**config.mk**
```make
export PLATFORM = sky130hd
export DESIGN_NAME = rc4_crack_core_p
export DESIGN_NICKNAME = d
export VERILOG_FILES = /design/src/rtl/rc4_crack_pkg.sv /design/src/rtl/rc4_crack_core_p_keyseq.sv /design/src/rtl/rc4_crack_core_p.sv
export SDC_FILE = /design/constraint.sdc
export NUM_CORES = 1
export LEC_CHECK = 0
export BUFFER_PORTS_ARGS = -buffer_cell sky130_fd_sc_hd__buf_2
export CAP_MARGIN = 20
export CORE_MARGIN = 2
export CORE_UTILIZATION = 64
export CTS_CLUSTER_DIAMETER = 80
export CTS_CLUSTER_SIZE = 8
export DETAILED_ROUTE_END_ITERATION = 10
export PLACE_DENSITY = 0.9
export SYNTH_ARGS = -nofsm -noshare
export SYNTH_HDL_FRONTEND = slang
export SYNTH_SLANG_ARGS = --single-unit
```
**constraint.sdc**
```tcl
create_clock -name clk -period 21.6 [get_ports clk]
set_clock_uncertainty 0.1 [all_clocks]
set_input_delay 3.24 -clock clk [delete_from_list [all_inputs] [get_ports clk]]
set_output_delay 3.24 -clock clk [all_outputs]
set_load 0.05 [all_outputs]
```
**src/rtl/rc4_crack_pkg.sv**
```systemverilog
// rc4_crack_pkg: shared state encoding and plaintext character rules for the RC4 key-search core
package rc4_crack_pkg;
  typedef enum logic [4:0] {
    IDLE, INIT,
    KSA_RD_I, KSA_WT_I, KSA_RD_J, KSA_WT_J, KSA_WR_I, KSA_WR_J,
    PRGA_RD_I, PRGA_WT_I, PRGA_RD_J, PRGA_WT_J, PRGA_WR_I, PRGA_WR_J,
    PRGA_RD_F, PRGA_WT_F, PRGA_WR_D,
    NEXT_KEY, FOUND
  } state_t;
  localparam logic [7:0] CHAR_LO = 8'h61;
  localparam logic [7:0] CHAR_HI = 8'h7A;
  localparam logic [7:0] CHAR_SP = 8'h20;
  function automatic logic is_valid_char(input logic [7:0] c);
    return (c >= CHAR_LO && c <= CHAR_HI) || c == CHAR_SP;
  endfunction
endpackage

```
**src/rtl/rc4_crack_core_p_keyseq.sv**
```systemverilog
// rc4_key_sequencer: candidate key register, loads CORE_ID and steps by NUM_CORES
module rc4_key_sequencer
  import rc4_crack_pkg::*;
#(
  parameter int KW        = 24,
  parameter int CORE_ID   = 0,
  parameter int NUM_CORES = 1
) (
  input  logic          clk,
  input  logic          rst,
  input  logic          load,
  input  logic          step,
  output logic [KW-1:0] key,
  output logic          last
);
  logic [KW-1:0] key_q, key_d;
  logic [KW:0]   next_w;
  // next candidate is one bit wider so a carry out marks the end of this core's key space
  always_comb begin
    next_w = {1'b0, key_q} + (KW+1)'(NUM_CORES);
    last   = next_w[KW];
    key_d  = load ? KW'(CORE_ID) : step ? next_w[KW-1:0] : key_q;
  end
  // key register
  always_ff @(posedge clk or negedge rst) begin
    if (!rst) key_q <= '0;
    else      key_q <= key_d;
  end
  assign key = key_q;
endmodule

```
**src/rtl/rc4_crack_core_p.sv**
```systemverilog
// rc4_crack_core_p: RC4 key-search core; one sequencer runs init, KSA and PRGA decrypt per candidate key.
// Per-key cycle cost: INIT 256, KSA 256 x 6 = 1536, PRGA 9 per byte decrypted (at most 9 x MSG_LEN),
// NEXT_KEY 1. Reads take two cycles (address register, then RAM register) so each RD state is followed
// by a WT state and the data is used in the state after WT.
module rc4_crack_core_p
  import rc4_crack_pkg::*;
#(
  parameter  int KEY_BYTES = 3,
  parameter  int MSG_LEN   = 32,
  parameter  int CORE_ID   = 0,
  parameter  int NUM_CORES = 1,
  localparam int KW        = 8 * KEY_BYTES
) (
  input  logic          clk,
  input  logic          rst,
  input  logic          start,
  input  logic          abort,
  output logic [7:0]    s_addr,
  output logic [7:0]    s_data,
  output logic          s_wren,
  input  logic [7:0]    s_q,
  output logic [7:0]    e_addr,
  input  logic [7:0]    e_q,
  output logic [7:0]    d_addr,
  output logic [7:0]    d_data,
  output logic          d_wren,
  output logic          busy,
  output logic          found,
  output logic          exhausted,
  output logic [KW-1:0] secret_key
);
  state_t     state_q, state_d;
  logic [7:0] i_q, i_d, j_q, j_d, k_q, k_d, si_q, si_d, sj_q, sj_d;
  logic [7:0] s_addr_q, s_addr_d, s_data_q, s_data_d, e_addr_q, e_addr_d;
  logic [7:0] d_addr_q, d_addr_d, d_data_q, d_data_d;
  logic       s_wren_q, s_wren_d, d_wren_q, d_wren_d;
  logic       busy_q, busy_d, found_q, found_d, exhausted_q, exhausted_d;
  logic       key_load, key_step, key_last;
  logic [7:0] kbyte, p;
  logic [KW-1:0] key_w;

  rc4_key_sequencer #(.KW(KW), .CORE_ID(CORE_ID), .NUM_CORES(NUM_CORES)) u_keyseq (
    .clk(clk), .rst(rst), .load(key_load), .step(key_step), .key(key_w), .last(key_last)
  );

  // sequencer: next state, S/E/D port requests and status flags
  always_comb begin
    state_d     = state_q;
    i_d         = i_q;
    j_d         = j_q;
    k_d         = k_q;
    si_d        = si_q;
    sj_d        = sj_q;
    s_addr_d    = s_addr_q;
    s_data_d    = s_data_q;
    s_wren_d    = 1'b0;
    e_addr_d    = e_addr_q;
    d_addr_d    = d_addr_q;
    d_data_d    = d_data_q;
    d_wren_d    = 1'b0;
    busy_d      = busy_q;
    found_d     = found_q;
    exhausted_d = exhausted_q;
    key_load    = 1'b0;
    key_step    = 1'b0;
    kbyte       = 8'(key_w >> (8 * (KEY_BYTES - 1 - int'(i_q) % KEY_BYTES)));
    p           = s_q ^ e_q;
    case (state_q)
      IDLE: if (start) begin
        found_d     = 1'b0;
        exhausted_d = 1'b0;
        busy_d      = 1'b1;
        key_load    = 1'b1;
        i_d         = '0;
        j_d         = '0;
        k_d         = '0;
        state_d     = INIT;
      end
      INIT: begin
        s_addr_d = i_q;
        s_data_d = i_q;
        s_wren_d = 1'b1;
        i_d      = i_q + 8'd1;
        state_d  = i_q == 8'hFF ? KSA_RD_I : INIT;
      end
      KSA_RD_I: begin
        s_addr_d = i_q;
        state_d  = KSA_WT_I;
      end
      KSA_WT_I: state_d = KSA_RD_J;
      KSA_RD_J: begin
        si_d     = s_q;
        j_d      = j_q + s_q + kbyte;
        s_addr_d = j_d;
        state_d  = KSA_WT_J;
      end
      KSA_WT_J: state_d = KSA_WR_I;
      KSA_WR_I, PRGA_WR_I: begin
        sj_d     = s_q;
        s_addr_d = i_q;
        s_data_d = s_q;
        s_wren_d = 1'b1;
        state_d  = state_q == KSA_WR_I ? KSA_WR_J : PRGA_WR_J;
      end
      KSA_WR_J: begin
        s_addr_d = j_q;
        s_data_d = si_q;
        s_wren_d = 1'b1;
        i_d      = i_q + 8'd1;
        j_d      = i_q == 8'hFF ? 8'd0 : j_q;
        k_d      = '0;
        state_d  = i_q == 8'hFF ? PRGA_RD_I : KSA_RD_I;
      end
      PRGA_RD_I: begin
        i_d      = i_q + 8'd1;
        s_addr_d = i_d;
        state_d  = PRGA_WT_I;
      end
      PRGA_WT_I: state_d = PRGA_RD_J;
      PRGA_RD_J: begin
        si_d     = s_q;
        j_d      = j_q + s_q;
        s_addr_d = j_d;
        state_d  = PRGA_WT_J;
      end
      PRGA_WT_J: state_d = PRGA_WR_I;
      PRGA_WR_J: begin
        s_addr_d = j_q;
        s_data_d = si_q;
        s_wren_d = 1'b1;
        state_d  = PRGA_RD_F;
      end
      PRGA_RD_F: begin
        s_addr_d = si_q + sj_q;
        e_addr_d = k_q;
        state_d  = PRGA_WT_F;
      end
      PRGA_WT_F: state_d = PRGA_WR_D;
      PRGA_WR_D: begin
        d_addr_d = k_q;
        d_data_d = p;
        d_wren_d = 1'b1;
        k_d      = k_q + 8'd1;
        state_d  = !is_valid_char(p) ? NEXT_KEY : k_q == 8'(MSG_LEN - 1) ? FOUND : PRGA_RD_I;
      end
      NEXT_KEY: begin
        i_d         = '0;
        j_d         = '0;
        exhausted_d = key_last;
        busy_d      = !key_last;
        key_step    = !key_last;
        state_d     = key_last ? IDLE : INIT;
      end
      FOUND: begin
        found_d = 1'b1;
        busy_d  = 1'b0;
        state_d = IDLE;
      end
      default: state_d = IDLE;
    endcase
    // abort drops any pending write and parks the core, but a located key still completes
    if (abort && state_q != IDLE && state_q != FOUND && state_d != FOUND) begin
      state_d     = IDLE;
      busy_d      = 1'b0;
      s_wren_d    = 1'b0;
      d_wren_d    = 1'b0;
      key_step    = 1'b0;
      exhausted_d = exhausted_q;
    end
  end

  // state and registered memory-port outputs
  always_ff @(posedge clk or negedge rst) begin
    if (!rst) begin
      state_q     <= IDLE;
      i_q         <= '0;
      j_q         <= '0;
      k_q         <= '0;
      si_q        <= '0;
      sj_q        <= '0;
      s_addr_q    <= '0;
      s_data_q    <= '0;
      s_wren_q    <= 1'b0;
      e_addr_q    <= '0;
      d_addr_q    <= '0;
      d_data_q    <= '0;
      d_wren_q    <= 1'b0;
      busy_q      <= 1'b0;
      found_q     <= 1'b0;
      exhausted_q <= 1'b0;
    end else begin
      state_q     <= state_d;
      i_q         <= i_d;
      j_q         <= j_d;
      k_q         <= k_d;
      si_q        <= si_d;
      sj_q        <= sj_d;
      s_addr_q    <= s_addr_d;
      s_data_q    <= s_data_d;
      s_wren_q    <= s_wren_d;
      e_addr_q    <= e_addr_d;
      d_addr_q    <= d_addr_d;
      d_data_q    <= d_data_d;
      d_wren_q    <= d_wren_d;
      busy_q      <= busy_d;
      found_q     <= found_d;
      exhausted_q <= exhausted_d;
    end
  end

  assign s_addr     = s_addr_q;
  assign s_data     = s_data_q;
  assign s_wren     = s_wren_q;
  assign e_addr     = e_addr_q;
  assign d_addr     = d_addr_q;
  assign d_data     = d_data_q;
  assign d_wren     = d_wren_q;
  assign busy       = busy_q;
  assign found      = found_q;
  assign exhausted  = exhausted_q;
  assign secret_key = key_w;
endmodule
```
After elaboration in Yosys (flattened, before gate mapping)
Cells that the tools add are included.
{"block": "totals", "reg_bits": 114, "latchBits": 0, "ramBits": 0, "mem_bits_ro": 0, "input_bits": 20, "out_inout_bits": 69, "word_cells": 117, "n_memories": 0}
{"block": "op_classes", "addsub": 7, "n_mul": 0, "n_div": 1, "magnitude_cmp": 2, "n_eq_ne": 26, "n_shift": 1, "muxes": 32, "bitwise_logic": 2, "reduce_logical": 29}
{"op": "5-bit case mux with 17 select lines", "n": 1}
{"op": "8-bit case mux with 3 select lines", "n": 3}
{"op": "24-bit two-way mux", "n": 2}
{"op": "8-bit case mux with 6 select lines", "n": 1}
{"op": "5-bit by 4-bit == test with 1-bit output (second input constant)", "n": 8}
{"op": "8-bit case mux with 5 select lines", "n": 1}
{"op": "9-bit by 3-bit modulo with 32-bit output (second input constant)", "n": 1}
{"op": "24-bit by 32-bit right shift with 8-bit output", "n": 1}
{"op": "3-bit by 29-bit subtractor with 29-bit output (first input constant)", "n": 1}
{"op": "24-bit by 1-bit adder with 25-bit output (second input constant)", "n": 1}
{"op": "8-bit adder", "n": 3}
{"op": "5-bit by 3-bit == test with 1-bit output (second input constant)", "n": 4}
{"op": "5-bit two-way mux", "n": 4}
{"op": "8-bit by 1-bit adder with 8-bit output (second input constant)", "n": 2}
{"op": "8-bit two-way mux", "n": 2}
{"op": "5-bit == test (second input constant)", "n": 3}
{"op": "1-bit two-way mux", "n": 12}
{"op": "5-bit by 2-bit == test with 1-bit output (second input constant)", "n": 2}
{"op": "5-bit != test (second input constant)", "n": 2}
{"op": "5-bit nonzero test", "n": 2}
{"op": "3-bit nonzero test", "n": 3}
{"op": "8-bit by 5-bit == test with 1-bit output (second input constant)", "n": 1}
{"op": "8-bit by 6-bit == test with 1-bit output (second input constant)", "n": 1}
{"op": "8-bit == test (second input constant)", "n": 1}
{"op": "24 further kinds", "n": 38}

Depth between registers and ports, before layout
{"block": "logic_depth", "word_depth": 11, "ltp_mapped": 42, "depth_no_buf": 36}

Hierarchy
Synthesis repeated with hierarchy kept, for this count alone.
{"block": "unflattened", "hier_cells": 1009, "area_unflattened_um2": 8690.8}
{"mod": "rc4_crack_core_p", "n_inst": 1, "cells_per_inst": 872, "area_per_inst_um2": 7390.8, "seq_area_each_um2": 2252.2}
{"mod": "rc4_key_sequencer", "n_inst": 1, "cells_per_inst": 137, "area_per_inst_um2": 1300.0, "seq_area_each_um2": 600.6}

Least setup slack after synthesis
OpenSTA, ideal clock, no wires.
{"block": "synth_path", "path_type": "flip-flop to flip-flop", "from": "reg i_q[6]", "to": "reg j_q[7]", "setup_time_ns": 0.126, "arrival_time_ns": 7.328, "required_time_ns": 21.374, "slack_ns": 14.045, "stages_incl_launch_ff": 41, "n_path_buf": 8, "period_less_slack_ns": 7.555, "path_cell_list": "dfrtp_1 > buf_2 > clkbuf_1 > clkbuf_1 > ha_1 > and3b_1 > a211oi_2 > and2_1 > buf_4 > buf_6 > o22ai_1 > nand2_1 > o221ai_1 > ha_1 > inv_1 > nand4_1 > nor2_1 > xnor2_2 > (+5 left out) > buf_2 > ha_1 > clkbuf_1 > clkbuf_1 > nor3b_1 > a21oi_1 > nor3_1 > ha_1 > a21o_1 > a21o_1 > a21oi_1 > nor2_1 > nor2_1 > o21bai_1 > a21oi_1 > xor2_1 > xnor2_1 > o21ai_1"}
{"block": "synth_between", "elab_chain_cells": 5, "elab_cells_between_ends": 8, "classes_between": "add/sub: 2; div: 1; eq/ne: 2; shift: 1; mux: 1; reduce/logical: 1"}
{"element": "from (decl)", "line_no": "rc4_crack_core_p.sv:33", "source": "logic [7:0] i_q, i_d, j_q, j_d, k_q, k_d, si_q, si_d, sj_q, sj_d;"}
{"element": "from (signal assigned)", "line_no": "rc4_crack_core_p.sv:193", "source": "i_q <= i_d;"}
{"element": "9-bit by 3-bit modulo with 32-bit output", "line_no": "rc4_crack_core_p.sv:66", "source": "kbyte = 8'(key_w >> (8 * (KEY_BYTES - 1 - int'(i_q) % KEY_BYTES)));"}
{"element": "3-bit by 29-bit subtractor with 29-bit output", "line_no": "rc4_crack_core_p.sv:66"}
{"element": "24-bit by 32-bit right shift with 8-bit output", "line_no": "rc4_crack_core_p.sv:66"}
{"element": "8-bit adder", "line_no": "rc4_crack_core_p.sv:93", "source": "j_d = j_q + s_q + kbyte;"}
{"element": "8-bit case mux with 5 select lines", "line_no": "rc4_crack_core_p.sv:68", "source": "case (state_q)"}
{"element": "to (signal assigned)", "line_no": "rc4_crack_core_p.sv:194", "source": "j_q <= j_d;"}
{"element": "to (decl)", "line_no": "rc4_crack_core_p.sv:33"}
Several ways; a longest one is shown, not always the timed one.
A chain may end at the register's enable or synchronous reset.

Final worst setup path
{"block": "layout_path", "from": "reg i_q[7]", "to": "reg s_addr_q[7] (netlist: s_addr[7])"}
{"block": "layout_between", "elab_chain_cells": 5, "elab_cells_between_ends": 6, "classes_between": "add/sub: 3; div: 1; shift: 1; mux: 1"}
{"element": "9-bit by 3-bit modulo with 32-bit output", "line_no": "rc4_crack_core_p.sv:66"}
{"element": "3-bit by 29-bit subtractor with 29-bit output", "line_no": "rc4_crack_core_p.sv:66"}
{"element": "24-bit by 32-bit right shift with 8-bit output", "line_no": "rc4_crack_core_p.sv:66"}
{"element": "8-bit adder", "line_no": "rc4_crack_core_p.sv:93"}
{"element": "8-bit case mux with 6 select lines *", "line_no": "rc4_crack_core_p.sv:68"}
{"element": "to (signal assigned)", "line_no": "rc4_crack_core_p.sv:198", "source": "s_addr_q <= s_addr_d;"}
{"element": "to (decl)", "line_no": "rc4_crack_core_p.sv:34", "source": "logic [7:0] s_addr_q, s_addr_d, s_data_q, s_data_d, e_addr_q, e_addr_d;"}
Mark *: on every way between the ends. The rest lies on a longest branch, timed or not.

==> impl_summary.md <==
Critical path
The worst register-to-register path ends at s_addr[7]. The critical path contains buffers and inverters numbering 2 combined. The required time of the critical path is 21.79 ns. The worst path arrival time is 9.17 ns. The startpoint identified for the worst register-to-register timing path is i_q[7]. The worst stage delay on the critical path is 0.66 ns. STA classifies the critical path startpoint as a flip-flop.

STA classifies the critical path endpoint as a flip-flop. On the critical path the largest part of the delay comes from simple AND/OR/NAND/NOR gates. The kind of critical path is flip-flop to flip-flop.

The largest fanout of any net on the critical path is 18. In this run the register-to-register setup slack is 12.62 ns. The depth of the most critical reg-to-reg path is 35. The slowest stage of the critical path is the xnor2_2 cell. The cell repeated most along the worst path is ha_1.

Hold path
The worst hold path begins at d_addr[2]. The worst hold path belongs to the class flip-flop to flip-flop. Along the worst hold path, the cell count comes to 2. The terminating pin of the worst hold path is d_addr[2].

Logic synthesis
The post-synthesis cell type count is 85. Counting every instance in the synthesized netlist gives 920. The share of async-settable or async-resettable flops after synthesis is 100%. In this run, synthesis produced a sequential element count of 114. Summing every instance area after synthesis gives 7940 µm². Ranked by instance count, the synthesized netlist is headed by nand2_1, dfrtp_1, nor2_1. Among all flip-flop cells after synthesis, the most frequent one is dfrtp_1. The fraction of post-synthesis cell area in the top cell type by area is 35.9%. For this run, the register share of the synthesized area comes to 35.9%. The warning count from the yosys run is 0. The largest area contributor in the netlist is dfrtp_1.

The number of enable flip-flop cells after synthesis is 0. By instance count, the leading cell after synthesis is nand2_1. The average instance area after synthesis is 8.63 µm². By area the synthesized netlist is led by dfrtp_1, nand2_1, ha_1.

The post-synthesis net count is 973.

Detailed routing
The number of nets with antenna violations after routing is 0. For this block, the routed nets add up to 21900 µm of wire. The via count is 7546. The via count normalized by instance count is 6.48. In this run, the number of DRC markers left after iteration 0 of detailed routing was 1035.

The number of design rule violations left after detail routing is 0. The pre-antenna-repair detailed-routing pass consisted of 7 iterations. After detailed routing, the average wire length per cell comes to 18.8 µm.

Pwr
The total net switching power is 0.562 mW. The peak ir drop on the vdd network is 0.0998 mV. Of the total power, the clock network draws 23.4%.

The total power divided by cell area is 137 nW/µm². Sequential cells account for 24.7% of the total power. The combinational power share is 51.9%. The leakage power is 4.29 nW.

In this run switching power makes up 45.5% of total power. The total internal power is 0.673 mW.

STA
The highest attainable clock frequency is 0.111 GHz. The number of hold violations in the final report was 0. Setup repair after global routing left no endpoint under its margin. Setup violations remaining at the end of the flow were counted as 0.

Summed over all failing endpoints, the final setup total negative slack is 0 ns. Measured against its own limit, the worst slew margin works out to 32.2%. The total count of max-transition violations in the final report is 0. The slew at the pin closest to its max-slew limit is 1.01 ns.

The final critical-path required period is 8.98 ns. After layout, the worst path uses 41.6% of the clock period.

Finish
The number of standard cells in the final layout excluding fillers is 1164. Of the cells placed in the final design, the portion with a size suffix greater than 1 is 17.2%. After the last flow step, the layout net total stands at 1038. Compared with the post-synthesis result, the final layout area differs by 13.5%.

The repair_antennas step left the layout with diodes totalling 0.

Global route
The via count of the first global-routing pass is 7083. The number of antenna violations at the first check in global routing is 0. The total track usage is 34.1%. The first-pass GRT wire length is 35500 µm.

Entering global routing, the biggest net connects 64 pins. Global routing finished with a remaining overflow of 0.

Run
The reported max-cap violation count is 0.

Floorplan
The die is 115 µm tall. After floorplanning, the core was divided into 40 placement rows. The area of the die is 13300 µm².

The total area inside the core boundary comes to 12100 µm². The initial utilization of the core area, before any placement, comes to 65.8%. The die outline width is 115 µm. The I/O pin count is 89.

CTS
The clock root buffer is clkbuf_16. Buffers inserted to repair hold after CTS numbered 0. The post-CTS setup repair buffer count is 0. CTS built an H-tree with a depth of 4. Clock-pin slew was measured on the worst setup and hold paths at 0.05 ns. The number of gates resized after CTS is 0. The clock latency reported for the late side of the worst-skew pair is 0.42 ns. The number of buffers inserted during clock tree synthesis is 17. The number of clock sinks seen by CTS is 114.

TritonCTS built the clock tree. The clock passes through at most 2 buffers.

Placement
The last weighted congestion value of the routability-driven placer is 0.946. The placed cell count is 1133. Detailed placement ended at an HPWL of 14700 µm. The count of input and output buffers is 88.

Run status
The flow ran to the end, and the final reports show no timing, DRC or antenna violations.
[worst reg2reg max path, delay by kind of cell (launching register included)]
| kind | cells | cell delay, ns |
|---|---|---|
| flip-flops | 1 | 0.57 |
| AND/OR/NAND/NOR | 10 | 2.38 |
| XOR/XNOR | 6 | 1.52 |
| AO/OA/AOI/OAI | 12 | 2.29 |
| buffers and inverters | 2 | 0.28 |
| adder cells (fa/ha/maj) | 5 | 1.70 |
[how the worst max path moves through the flow]
stage | startpoint | to | slack, ns | cells after the start
after floorplan | i_q[6] | j_q[7] | 14.05 | 40
after global placement | i_q[7] | j_q[7] | 13.31 | 35
after detailed placement | i_q[7] | j_q[7] | 12.98 | 35
after CTS | i_q[7] | s_addr[7] | 12.79 | 35
after global routing | i_q[7] | s_addr[7] | 11.98 | 36
final | i_q[7] | s_addr[7] | 12.62 | 35
[through the flow]
step	power [mW]	utilization, %	hold WS [ns]	area, µm²	setup slack [ns]
2_1_floorplan	0.798	-	0.373	7940	14.05
3_3_place_gp	0.899	69.7	0.352	8410	13.31
3_5_place_dp	0.922	69.7	0.357	8410	12.98
4_1_cts	1.22	74.7	0.374	9010	12.79
5_1_grt	1.31	74.8	0.403	9020	11.98
6_report	1.23	74.8	0.370	9020	12.62
[cell usage in the layout, fill, tap and decap left out, types with 11 or more instances in the layout]
cell type and instances:
nand2_1 138, dfrtp_1 114, nor2_1 96, buf_2 87
a21oi_1 50, o21ai_0 37, xor2_1 36, nand3_1 32
ha_1 30, xnor2_1 28, nor3_1 26, a21o_1 22
mux2_2 22, inv_1 19, a31oi_1 18, clkbuf_16 17
nand4_1 12, and3_1 12, a22oi_1 12, nand2b_1 11
[per-layer routing]
| metal | GRT usage [%] | part of all wire, % | wire length [µm] | up-vias |
|---|---|---|---|---|
| li1 | - | - | - | 3454 |
| met1 | 45.1 | 41 | 9030 | 3612 |
| met2 | 54.3 | 48 | 10400 | 411 |
| met3 | 7.59 | 7.7 | 1690 | 69 |
| met4 | 14.9 | 3.2 | 699 | 0 |
| met5 | 0 | 0 | 0 | - |
[state kept, by name, summed over array words and instances, names as in the netlist, 5 cells and up]
signal	flops
u_keyseq.key	24
k_q	8
d_addr	8
i_q	8
si_q	8
j_q	8
e_addr	8
sj_q	8
state_q	5
s_data	8
s_addr	8
d_data	8
[power by group through the flow]
| stage | logic, mW | clock network, mW | registers, mW |
|---|---|---|---|
| floorplan | 0.465 | 0 | 0.334 |
| global placement | 0.596 | 0 | 0.303 |
| global route | 0.695 | 0.300 | 0.311 |
| finish | 0.640 | 0.288 | 0.306 |
| CTS | 0.628 | 0.289 | 0.304 |
| detailed placement | 0.617 | 0 | 0.305 |
[cells by family (layout without fill, tap and decap cells)]
group	after synthesis	in the layout	share of synthesized area (%)
xor gates and xnor gates	66	66	7.47
DFF	114	114	35.9
AOI/OAI and AO/OA	233	233	20.5
buffers and inverters	68	144	3.84
muxes	30	30	4.16
adders and majority gates	33	33	5.48
and+or+nand+nor	376	376	22.6
[final cells by class]
class | count | area (µm²)
clock buffer | 21 | 470
clock inverter | 9 | 129
fill | 864 | 3040
inverter | 19 | 71.3
multi-input combinational | 738 | 4790
sequential | 114 | 2850
tap | 168 | 210
timing repair buffer | 95 | 495
No activity file was read; power rests on OpenSTA's default activity.
